`src/rtl/serial_adder.sv`:
```
// rtl/serial_adder.sv - bit-serial ripple adder, one result bit per clock, registered sum/cout/done/busy.
module serial_adder #(
    parameter int WIDTH = 8
) (
    input  logic             clk,
    input  logic             rst_n,
    input  logic             start,
    input  logic [WIDTH-1:0] a,
    input  logic [WIDTH-1:0] b,
    input  logic             cin,
    output logic             busy,
    output logic             done,
    output logic [WIDTH-1:0] sum,
    output logic             cout
);

    localparam int CW = $clog2(WIDTH + 1);

    typedef enum logic [1:0] {
        IDLE,
        SHIFT,
        DONE
    } state_t;

    state_t           state_q;
    logic [WIDTH-1:0] a_q;
    logic [WIDTH-1:0] b_q;
    logic [WIDTH-1:0] psum_q;
    logic [WIDTH-1:0] sum_q;
    logic [CW-1:0]    cnt_q;
    logic             carry_q;
    logic             cout_q;
    logic             busy_q;
    logic             done_q;

    logic             sum_bit_d;
    logic             carry_d;

    assign sum_bit_d = a_q[0] ^ b_q[0] ^ carry_q;
    assign carry_d   = (a_q[0] & b_q[0]) | (carry_q & (a_q[0] ^ b_q[0]));

    always_ff @(posedge clk or negedge rst_n) begin
        if (!rst_n) begin
            state_q <= IDLE;
            a_q     <= '0;
            b_q     <= '0;
            psum_q  <= '0;
            sum_q   <= '0;
            cnt_q   <= '0;
            carry_q <= 1'b0;
            cout_q  <= 1'b0;
            busy_q  <= 1'b0;
            done_q  <= 1'b0;
        end else begin
            done_q <= 1'b0;
            case (state_q)
                IDLE: begin
                    if (start) begin
                        a_q     <= a;
                        b_q     <= b;
                        carry_q <= cin;
                        psum_q  <= '0;
                        cnt_q   <= '0;
                        busy_q  <= 1'b1;
                        state_q <= SHIFT;
                    end
                end
                SHIFT: begin
                    a_q     <= a_q >> 1;
                    b_q     <= b_q >> 1;
                    psum_q  <= {sum_bit_d, psum_q[WIDTH-1:1]};
                    carry_q <= carry_d;
                    cnt_q   <= cnt_q + CW'(1);
                    // The last shift lands bit 0 of the result in psum_q[0].
                    if (cnt_q == CW'(WIDTH - 1)) begin
                        state_q <= DONE;
                    end
                end
                DONE: begin
                    sum_q   <= psum_q;
                    cout_q  <= carry_q;
                    done_q  <= 1'b1;
                    busy_q  <= 1'b0;
                    state_q <= IDLE;
                end
                default: begin
                    busy_q  <= 1'b0;
                    state_q <= IDLE;
                end
            endcase
        end
    end

    assign busy = busy_q;
    assign done = done_q;
    assign sum  = sum_q;
    assign cout = cout_q;

endmodule

```
`config.mk`:
```
export PLATFORM = sky130hd
export DESIGN_NAME = serial_adder
export DESIGN_NICKNAME = d
export VERILOG_FILES = /design/src/rtl/serial_adder.sv
export SDC_FILE = /design/constraint.sdc
export NUM_CORES = 1
export LEC_CHECK = 0
export ABC_AREA = 1
export BUFFER_PORTS_ARGS = -buffer_cell sky130_fd_sc_hd__buf_4
export CORE_ASPECT_RATIO = 0.9
export CORE_MARGIN = 5
export CORE_UTILIZATION = 40
export CTS_BUF_LIST = sky130_fd_sc_hd__clkbuf_8 sky130_fd_sc_hd__clkbuf_16
export DETAILED_ROUTE_END_ITERATION = 10
export SETUP_SLACK_MARGIN = 0.15
export SLEW_MARGIN = 10
export SYNTH_ARGS = -nofsm -noshare
export SYNTH_HDL_FRONTEND = slang
export SYNTH_SLANG_ARGS = --single-unit
```
`constraint.sdc`:
```
create_clock -name clk -period 1.4 [get_ports clk]
set_input_delay 0.28 -clock clk [delete_from_list [all_inputs] [get_ports clk]]
set_output_delay 0.28 -clock clk [all_outputs]
set_load 0.005 [all_outputs]
```
==> summary.md, run 1 <==
| Metric | Value |
|---|---|
| Post-synthesis async set-or-reset flop share | 1.00 |
| Worst skew pair latency | 0.29 ns |
| Post-synthesis cell area | 0.00175 mm² |
| Crit-path max FO | 16 |
| Int Pwr | 2.81 mW |
| Yosys Warn Count | 0 |
| Initial DRC count | 54 |
| CP startpoint kind | register |
| Layout area overhead | 25.1% |
| Fmax | 854 MHz |
| Clock power frac | 0.181 |
| Power per Cell Area | 1990 mW/mm² |
| Slew @ Worst Pin | 0.528 ns |
| Routed vias/inst | 4.86 |
| CP required | 1.57 ns |
| Global-route wire length before repair | 6.12 mm |
| Slew Limit Fails | 0 |
| Die footprint | 0.00579 mm² |
| Initial antenna violation count | 0 |
| Row count | 22 |
| Die Width | 79.7 µm |
| Post-synth top cells | 53 x nand2_1, 42 x dfrtp_1, 38 x nand3_1 |
| Final setup viols | 0 |
| Syn Area/Cell | 9.30 µm² |
| Comb pwr share | 0.369 |
| Area leader, netlist | dfrtp_1 |
| First-pass iteration count of the detailed router | 4 |
| H-tree levels | 2 |
| Fin crit share | 0.836 |
| CTS tree | built |
| Class of the worst hold path | in -> reg |
| Via count | 1384 |
| Antenna diode count | 0 |
| Root Buffer | clkbuf_8 |
| Largest net degree at the start of global routing | 43 |
| Io pins | 31 |
| Most frequently used flop master after synthesis | dfrtp_1 |
| Layout cell share with drive strength beyond 1 | 0.222 |
| CP Class | reg -> reg |
| Final net count | 246 |
| Final HPWL DP | 2.42 mm |
| Grt ovf | 0 |
| Most numerous cell in the Yosys netlist | nand2_1 |
| Slew margin rel. | 0.648 |
| Die Y | 72.7 µm |
| Drt drc | 0 |
| Setup crit end kind | register |
| Final hold vios | 0 |
| Synth top area cells | dfrtp_1 60%, nand2_1 11%, nand3_1 11% |
| Syn_nets | 210 |
| Yosys cell types | 19 |
| Core region area | 0.00416 mm² |
| Status | finished clean |
| Sequential power share | 0.450 |
| Starting Density | 0.421 |
| Mapped Cells | 188 |
| I/O Buffers | 30 |
| Setup TNS Final | 0 ns |
| Routed WL per cell | 12.4 µm |
| Clock transition at path regs | 0.08 ns |
| P_leak | 1.10 nW |
| Post-DRT Antenna Nets | 0 |
| Top-area cell type share of the netlist area | 0.601 |
| Final min period | 1.17 ns |
| Post-synthesis sequential area ratio | 0.601 |
| CTS Buffer Depth | 2 |
| Pre-CTS setup slack | 0.0688 ns |
| Switching power total | 1.54 mW |
| #FFs+latches synth | 42 |
| EDFF count, synth | 0 |
| Final Skew | 0.00390 ns |
| Switch share | 0.354 |
| Clk sinks | 42 |
| Maximum vdd drop | 0.792 mV |
| Total power | 4.35 mW |
| Total Routing Usage GR | 0.136 |
| Final WS setup | 0.229 ns |
| CP arrival | 1.34 ns |
| Routability cong. | 0.718 |
| Max-Cap Viols | 0 |
| RSZ-0062 raised after global routing | false |
| CTS buffer count | 5 |
| Final WL | 3.52 mm |
| Number of global-route vias before repair | 1407 |
| Fillers | 399 |
==> state kept, by name, summed over array words and instances (netlist names) <==
| signal | count |
|---|---|
| a_q | 8 |
| b_q | 8 |
| psum_q | 8 |
| sum | 8 |
| cnt_q | 4 |
| state_q | 2 |
| busy | 1 |
| carry_q | 1 |
| cout | 1 |
| done | 1 |
==> cell families (layout without fill, tap and decap cells) <==
kind of cell	Yosys count	count (layout)	synth area share
AND/OR/NAND/NOR	99	99	0.254
flip-flops	42	42	0.601
buffers and inverters	25	62	0.0608
AO/OA/AOI/OAI	19	19	0.0601
adder cells (fa/ha/maj)	2	2	0.0186
XOR/XNOR	1	1	0.00501
==> cells in the final DEF, fill, tap and decap left out, types with 2 or more instances in the layout <==
cell type | synthesis | final
nand2_1 | 53 | 53
dfrtp_1 | 42 | 42
nand3_1 | 38 | 38
buf_4 | 1 | 33
inv_1 | 16 | 16
o21ai_0 | 9 | 9
o22ai_1 | 8 | 8
clkbuf_8 | 0 | 6
inv_2 | 1 | 2
nand2_2 | 3 | 2
nor2_4 | 2 | 2
nor2_1 | 2 | 2
buf_12 | 0 | 2
==> repair_timing <==
item,in CTS,in global routing
setup endpoints to repair,18,16
hold buffers,1,0
setup buffers,2,0
gates resized for setup,1,2
pin swaps,1,0
endpoints found under the hold margin,42,0
cloned,0,0
==> worst max-delay path: stages (launching register included) <==
cell	delay [ns]
dfrtp_1	0.44
inv_2	0.11
nand2_1	0.11
buf_4	0.22
nand3_1	0.09
nand3_1	0.08
==> path summary, 6_finish.rpt <==
path	cells after the start	startpoint	slack [ns]	to
worst max-delay path	5	state_q[1]$_DFFE_PN0P_	0.23	a_q[6]$_DFFE_PN0P_
worst min-delay path	3	b[7]	0.19	b_q[7]$_DFFE_PN0P_
worst max register to register	5	state_q[1]$_DFFE_PN0P_	0.23	a_q[6]$_DFFE_PN0P_
worst min register to register	2	sum[3]$_DFFE_PN0P_	0.49	sum[3]$_DFFE_PN0P_
max in group asynchronous	2	rst_n	0.53	b_q[4]$_DFFE_PN0P_
min in group asynchronous	2	rst_n	0.51	psum_q[0]$_DFFE_PN0P_
==> layout make-up <==
type,instances,area [µm²],area share
sequential,42,1050,0.481
tap,60,75.1,0.0343
clock inverter,2,8.76,0.00401
inverter,17,63.8,0.0292
timing repair buffer,37,309,0.141
multi-input combinational,121,596,0.272
clock buffer,6,82.6,0.0378
==> power groups by stage <==
stage | combinational (mW) | clock, mW | sequential [mW]
global placement | 1.51 | 0 | 1.96
global route | 1.84 | 0.857 | 2.02
CTS | 1.61 | 0.815 | 1.95
finish | 1.60 | 0.786 | 1.96
floorplan | 1.01 | 0 | 1.93
detailed placement | 1.55 | 0 | 1.97
==> metrics by stage <==
stage	instances	instance area [µm²]	util	hold WS [ns]
after CTS	285	2180	0.525	0.181
after global placement	274	2050	0.493	0.295
after global routing	285	2190	0.526	0.194
after detailed placement	274	2050	0.493	0.296
after floorplan	188	1750	-	-0.0156
final	285	2190	0.526	0.189
==> routing by layer <==
metal | up-vias | part of all wire | GRT usage
met5 | - | 0 | 0
met4 | 0 | 0.016 | 0.0668
met3 | 6 | 0.040 | 0.0383
met2 | 29 | 0.48 | 0.211
met1 | 665 | 0.46 | 0.174
li1 | 684 | - | -
(Power assumes the default switching activity.)
==> run 2: changes to the inputs <==
==> constraint.sdc (replaced) <==
create_clock -name clk -period 1 [get_ports clk]
set_input_delay 0.2 -clock clk [delete_from_list [all_inputs] [get_ports clk]]
set_output_delay 0.2 -clock clk [all_outputs]
set_load 0.005 [all_outputs]
==> summary.md, run 2 (synthesized netlist as in run 1, its figures left out) <==
| Metric | Value |
|---|---|
| Slew margin rel. | 0.804 |
| Global-route wire length before repair | 7.00 mm |
| Failing checks | negative setup slack |
| Core region area | 0.00416 mm² |
| Final WS setup | -0.157 ns |
| H-tree levels | 2 |
| Final Skew | 0.00880 ns |
| Setup TNS Final | -3.54 ns |
| CP startpoint kind | register |
| Drt drc | 0 |
| Comb pwr share | 0.503 |
| Starting Density | 0.421 |
| Clock transition at path regs | 0.08 ns |
| Routability cong. | 0.760 |
| Power per Cell Area | 2890 mW/mm² |
| Clk sinks | 42 |
| Io pins | 31 |
| DP Area | 0.00222 mm² |
| Slew Limit Fails | 0 |
| Die Width | 79.7 µm |
| Die footprint | 0.00579 mm² |
| CP arrival | 1.38 ns |
| Routed vias/inst | 4.86 |
| Routed WL per cell | 14.4 µm |
| Final HPWL DP | 2.59 mm |
| Largest net degree at the start of global routing | 23 |
| Int Pwr | 5.27 mW |
| Total Routing Usage GR | 0.155 |
| Number of global-route vias before repair | 1511 |
| Sequential power share | 0.344 |
| Maximum vdd drop | 1.44 mV |
| Max-Cap Viols | 0 |
| Initial antenna violation count | 0 |
| Final net count | 272 |
| Via count | 1510 |
| Most frequent cells in the layout | 40 x dfrtp_1, 32 x buf_4, 26 x nand2_1 |
| Most common cell after layout, fill and taps aside | dfrtp_1 |
| Reg2reg setup slack | -0.16 ns |
| CTS Buffer Depth | 2 |
| Final min period | 1.16 ns |
| Switching power total | 2.98 mW |
| Worst skew pair latency | 0.29 ns |
| CTS buffer count | 5 |
| I/O Buffers | 30 |
| Pre-CTS setup slack | -0.122 ns |
| Total power | 8.25 mW |
| Post-DRT Antenna Nets | 0 |
| Fin crit share | 1.16 |
| Final hold vios | 0 |
| Slew @ Worst Pin | 0.294 ns |
| CP required | 1.22 ns |
| Die Y | 72.7 µm |
| Antenna diode count | 0 |
| First-pass iteration count of the detailed router | 4 |
| CTS tree | built |
| Setup crit end kind | register |
| Fmax | 865 MHz |
| Class of the worst hold path | in -> reg |
| Crit-path max FO | 5 |
| Initial DRC count | 85 |
| Worst hold slack | 0.109 ns |
| Final WL | 4.49 mm |
| P_leak | 1.39 nW |
| Clock power frac | 0.152 |
| Fin area | 0.00286 mm² |
| CP Class | reg -> reg |
| Final setup viols | 38 |
| Row count | 22 |
| Status | complete, but fails checks |
| Switch share | 0.361 |
| Grt ovf | 0 |
| Root Buffer | clkbuf_8 |
| Layout area overhead | 63.6% |
| RSZ-0062 raised after global routing | true |
| Layout cell share with drive strength beyond 1 | 0.538 |
run 2: cell types whose count changed in the layout (fill, tap and decap cells not counted), moves of 6 or more:
cell / change
o22ai_1: -6
nand2_1: -27
nand2_2: +20
nand3_2: +15
o22ai_2: +6
nand3_1: -15
buf_6: +18
o21ai_0: -9
o21ai_1: +9
run 2: power by group through the flow:
| stage | sequential, mW | combinational [mW] | clock [mW] |
|---|---|---|---|
| final | 2.84 | 4.15 | 1.26 |
| after global routing | 2.90 | 4.56 | 1.33 |
| after CTS | 2.80 | 3.31 | 1.28 |
| after detailed placement | 2.77 | 2.56 | 0 |
| after global placement | 2.74 | 2.49 | 0 |
| after floorplan | 2.73 | 1.57 | 0 |
run 2: metrics by stage:
stage,cells,util
after detailed placement,286,0.535
after CTS,303,0.619
after global placement,286,0.535
after floorplan,188,-
final,311,0.688
after global routing,311,0.688
run 2: metal layers:
layer / track usage / part of all wire / vias to the layer above / wire (µm)
met1: 0.200 / 0.43 / 733 / 1940
li1: - / - / 742 / -
met3: 0.0395 / 0.033 / 7 / 146
met4: 0.0458 / 0.013 / 0 / 58
met5: 0 / 0 / - / 0
met2: 0.259 / 0.52 / 28 / 2340
run 2: worst paths after layout:
check                                  startpoint            endpoint  depth (start not counted)
max                        state_q[1]$_DFFE_PN0P_  a_q[3]$_DFFE_PN0P_                          6
max reg2reg                state_q[1]$_DFFE_PN0P_  a_q[3]$_DFFE_PN0P_                          6
min reg2reg                    a_q[6]$_DFFE_PN0P_  a_q[5]$_DFFE_PN0P_                          2
max in group asynchronous                   rst_n  sum[2]$_DFFE_PN0P_                          3
min                                          b[2]  b_q[2]$_DFFE_PN0P_                          3
min in group asynchronous                   rst_n  a_q[1]$_DFFE_PN0P_                          2
run 2: layout make-up:
type	instances	area (µm²)
fillers	323	1300
flip-flops and latches	42	1050
multi-input cells	122	877
repair buffers	62	669
clock buffers	8	110
well taps	60	75.1
inverters	17	73.8
run 2: what timing repair did:
| action | CTS | global route |
|---|---|---|
| endpoints found under the setup margin | 53 | 53 |
| resized for setup | 37 | 49 |
| hold buffers | 1 | 0 |
| buffers inserted | 5 | 6 |
| pin swaps | 8 | 15 |
| cloned | 3 | 2 |
| endpoints found under the hold margin | 20 | 0 |
run 2: critical path, cell delays in order (launching register included):
cell	delay [ns]
dfrtp_2	0.45
clkinv_4	0.10
nand2_8	0.08
nor2_4	0.18
clkbuf_16	0.19
nand2_1	0.04
nand3_1	0.06
==> run 3: changes to the inputs <==
--- a/config.mk
+++ b/config.mk
@@ -5,7 +5,7 @@
 export SDC_FILE = /design/constraint.sdc
 export NUM_CORES = 1
 export LEC_CHECK = 0
-export ABC_AREA = 1
+export ABC_AREA = 0
 export BUFFER_PORTS_ARGS = -buffer_cell sky130_fd_sc_hd__buf_4
 export CORE_ASPECT_RATIO = 0.9
 export CORE_MARGIN = 5
@@ -13,7 +13,6 @@
 export CTS_BUF_LIST = sky130_fd_sc_hd__clkbuf_8 sky130_fd_sc_hd__clkbuf_16
 export DETAILED_ROUTE_END_ITERATION = 10
 export SETUP_SLACK_MARGIN = 0.15
-export SLEW_MARGIN = 10
 export SYNTH_ARGS = -nofsm -noshare
 export SYNTH_HDL_FRONTEND = slang
 export SYNTH_SLANG_ARGS = --single-unit
==> summary.md, run 3 <==
| Metric | Value |
|---|---|
| CP required | 1.17 ns |
| Routed WL per cell | 14.0 µm |
| Syn Area/Cell | 10.7 µm² |
| Area leader, netlist | dfrtp_1 |
| Die Y | 73.9 µm |
| Total Routing Usage GR | 0.146 |
| First-pass iteration count of the detailed router | 4 |
| Setup crit end kind | register |
| Slew @ Worst Pin | 0.527 ns |
| Via count | 1418 |
| Maximum vdd drop | 1.50 mV |
| Final net count | 244 |
| Final hold vios | 42 |
| Final WL | 3.98 mm |
| Pre-CTS setup slack | -0.177 ns |
| Most crowded layer after global routing | met2 |
| Drt drc | 0 |
| Clock transition at path regs | 0.08 ns |
| Initial antenna violation count | 0 |
| Post-DRT Antenna Nets | 0 |
| CTS buffer count | 5 |
| Row count | 23 |
| Failing checks | negative hold slack, negative setup slack |
| Top-area cell type share of the netlist area | 0.579 |
| CP Class | reg -> reg |
| Post-synthesis cell area | 0.00181 mm² |
| Power per Cell Area | 2800 mW/mm² |
| Root Buffer | clkbuf_8 |
| Post-synth top cells | 42 x dfrtp_1, 20 x nand2_1, 16 x a31oi_1, 16 x o21ai_0, 14 x and2_1 |
| CP startpoint kind | register |
| Layout cell share with drive strength beyond 1 | 0.435 |
| Initial DRC count | 64 |
| Most frequent cells in the layout | 40 x dfrtp_1, 36 x buf_4, 20 x buf_6 |
| #FFs+latches synth | 42 |
| Final WS setup | -0.184 ns |
| Die footprint | 0.00598 mm² |
| Status | complete, but fails checks |
| P_leak | 1.22 nW |
| Antenna diode count | 0 |
| Die Width | 81.0 µm |
| Layout area overhead | 40.7% |
| Final Skew | 0.00353 ns |
| Fmax | 845 MHz |
| Met2 usage | 0.246 |
| Routability cong. | 0.755 |
| M1 GR Usage | 0.185 |
| Mapped Cells | 169 |
| Most common cell after layout, fill and taps aside | dfrtp_1 |
| I/O Buffers | 30 |
| Final setup viols | 41 |
| Fillers | 397 |
| Worst skew pair latency | 0.28 ns |
| Largest net degree at the start of global routing | 43 |
| Final min period | 1.18 ns |
| Core region area | 0.00443 mm² |
| Syn_nets | 191 |
| Worst hold slack | -0.108 ns |
| Grt ovf | 0 |
| Yosys Warn Count | 0 |
| Most numerous cell in the Yosys netlist | dfrtp_1 |
| Worst path slowest cell | dfrtp_2 |
| CTS tree | built |
| Routed vias/inst | 4.98 |
| Starting Density | 0.409 |
| Slew margin rel. | 0.649 |
| Synth top area cells | dfrtp_1 58%, a31oi_1 5.5%, mux2_2 5.0% |
| RSZ-0062 raised after global routing | true |
| Number of global-route vias before repair | 1451 |
| Fin crit share | 1.18 |
| Post-synthesis async set-or-reset flop share | 1.00 |
| Max-Cap Viols | 0 |
| Clk sinks | 42 |
| Slew Limit Fails | 0 |
| Met3 GRT Util | 0.0404 |
| CP arrival | 1.36 ns |
| Class of the worst hold path | in -> async |
| Crit-path cells | o21bai_4, buf_4, a22o_1 |
| CTS Buffer Depth | 2 |
| Global-route wire length before repair | 6.67 mm |
| Most frequently used flop master after synthesis | dfrtp_1 |
| Largest stage delay on the critical path | 0.47 ns |
| Crit-path max FO | 7 |
| Final HPWL DP | 2.73 mm |
| Post-synthesis sequential area ratio | 0.579 |
| Yosys cell types | 25 |
| EDFF count, synth | 0 |
| H-tree levels | 2 |
| Io pins | 31 |
| Core Util, Final | 0.576 |
-- run 3: cell count changes in the layout (fill, tap and decap cells not counted), sizes merged, moves of 8 or more --
| cell | delta |
|---|---|
| a22o | +8 |
| a31oi | +16 |
| and2 | +14 |
| inv | -10 |
| mux2 | +8 |
| nand2 | -37 |
| nand3 | -37 |
| o21ai | +8 |
-- run 3: critical path, delay by kind of cell, from the launching register on --
kind | cells | cell delay, ns
flops | 1 | 0.47
compound gates | 2 | 0.43
buf+inv | 1 | 0.17
-- run 3: report_power, final --
part	leakage, nW	total (mW)	switching (mW)	internal [mW]
clock	0.0524	1.09	0.540	0.547
combinational	0.616	3.26	1.42	1.83
sequential	0.552	2.81	0.456	2.36
-- run 3: final timing paths --
kind | startpoint | endpoint | slack (ns) | cells past startpoint
setup / recovery | state_q[1]$_DFFE_PN0P_ | psum_q[1]$_DFFE_PN0P_ | -0.18 | 3
hold / removal | rst_n | psum_q[4]$_DFFE_PN0P_ | -0.11 | 1
setup reg to reg | state_q[1]$_DFFE_PN0P_ | psum_q[1]$_DFFE_PN0P_ | -0.18 | 3
hold reg to reg | b_q[3]$_DFFE_PN0P_ | b_q[3]$_DFFE_PN0P_ | 0.48 | 2
max in group asynchronous | rst_n | state_q[1]$_DFFE_PN0P_ | 0.72 | 1
min in group clk | a[7] | a_q[7]$_DFFE_PN0P_ | 0.18 | 3
-- run 3: stage by stage --
step	setup TNS (ns)	area [µm²]	cells	total power, mW
after detailed placement	-4.98	2270	271	5.49
after CTS	-4.98	2450	281	6.92
final	-5.15	2550	285	7.16
after floorplan	-1.96	1880	169	4.40
after global routing	-7.86	2550	285	7.70
after global placement	-3.89	2270	271	5.37
-- run 3: timing repair --
action	CTS	global route
hold endpoints to repair	42	42
setup endpoints to repair	53	53
setup buffers	2	4
pin swaps	3	9
resized for setup	31	21
-- run 3: area by class of cell --
cell class | count | area, µm² | area share
multi-input cells | 110 | 791 | 0.310
inverters | 6 | 23.8 | 0.00931
clock inverters | 2 | 8.76 | 0.00343
repair buffers | 57 | 515 | 0.202
flip-flops and latches | 42 | 1050 | 0.413
clock buffers | 6 | 82.6 | 0.0324
well taps | 62 | 77.6 | 0.0304
-- run 3: routing by layer --
layer,vias up,wire length (µm)
li1,694,-
met3,4,174
met4,0,34
met5,-,0
met1,696,1790
met2,24,1980
-- run 3: cell families after synthesis --
logic type	Yosys count	synth area share
buf+inv	17	0.0428
simple gates	48	0.132
compound gates	52	0.179
flops	42	0.579
mux	8	0.0497
fa+ha+maj	2	0.0179
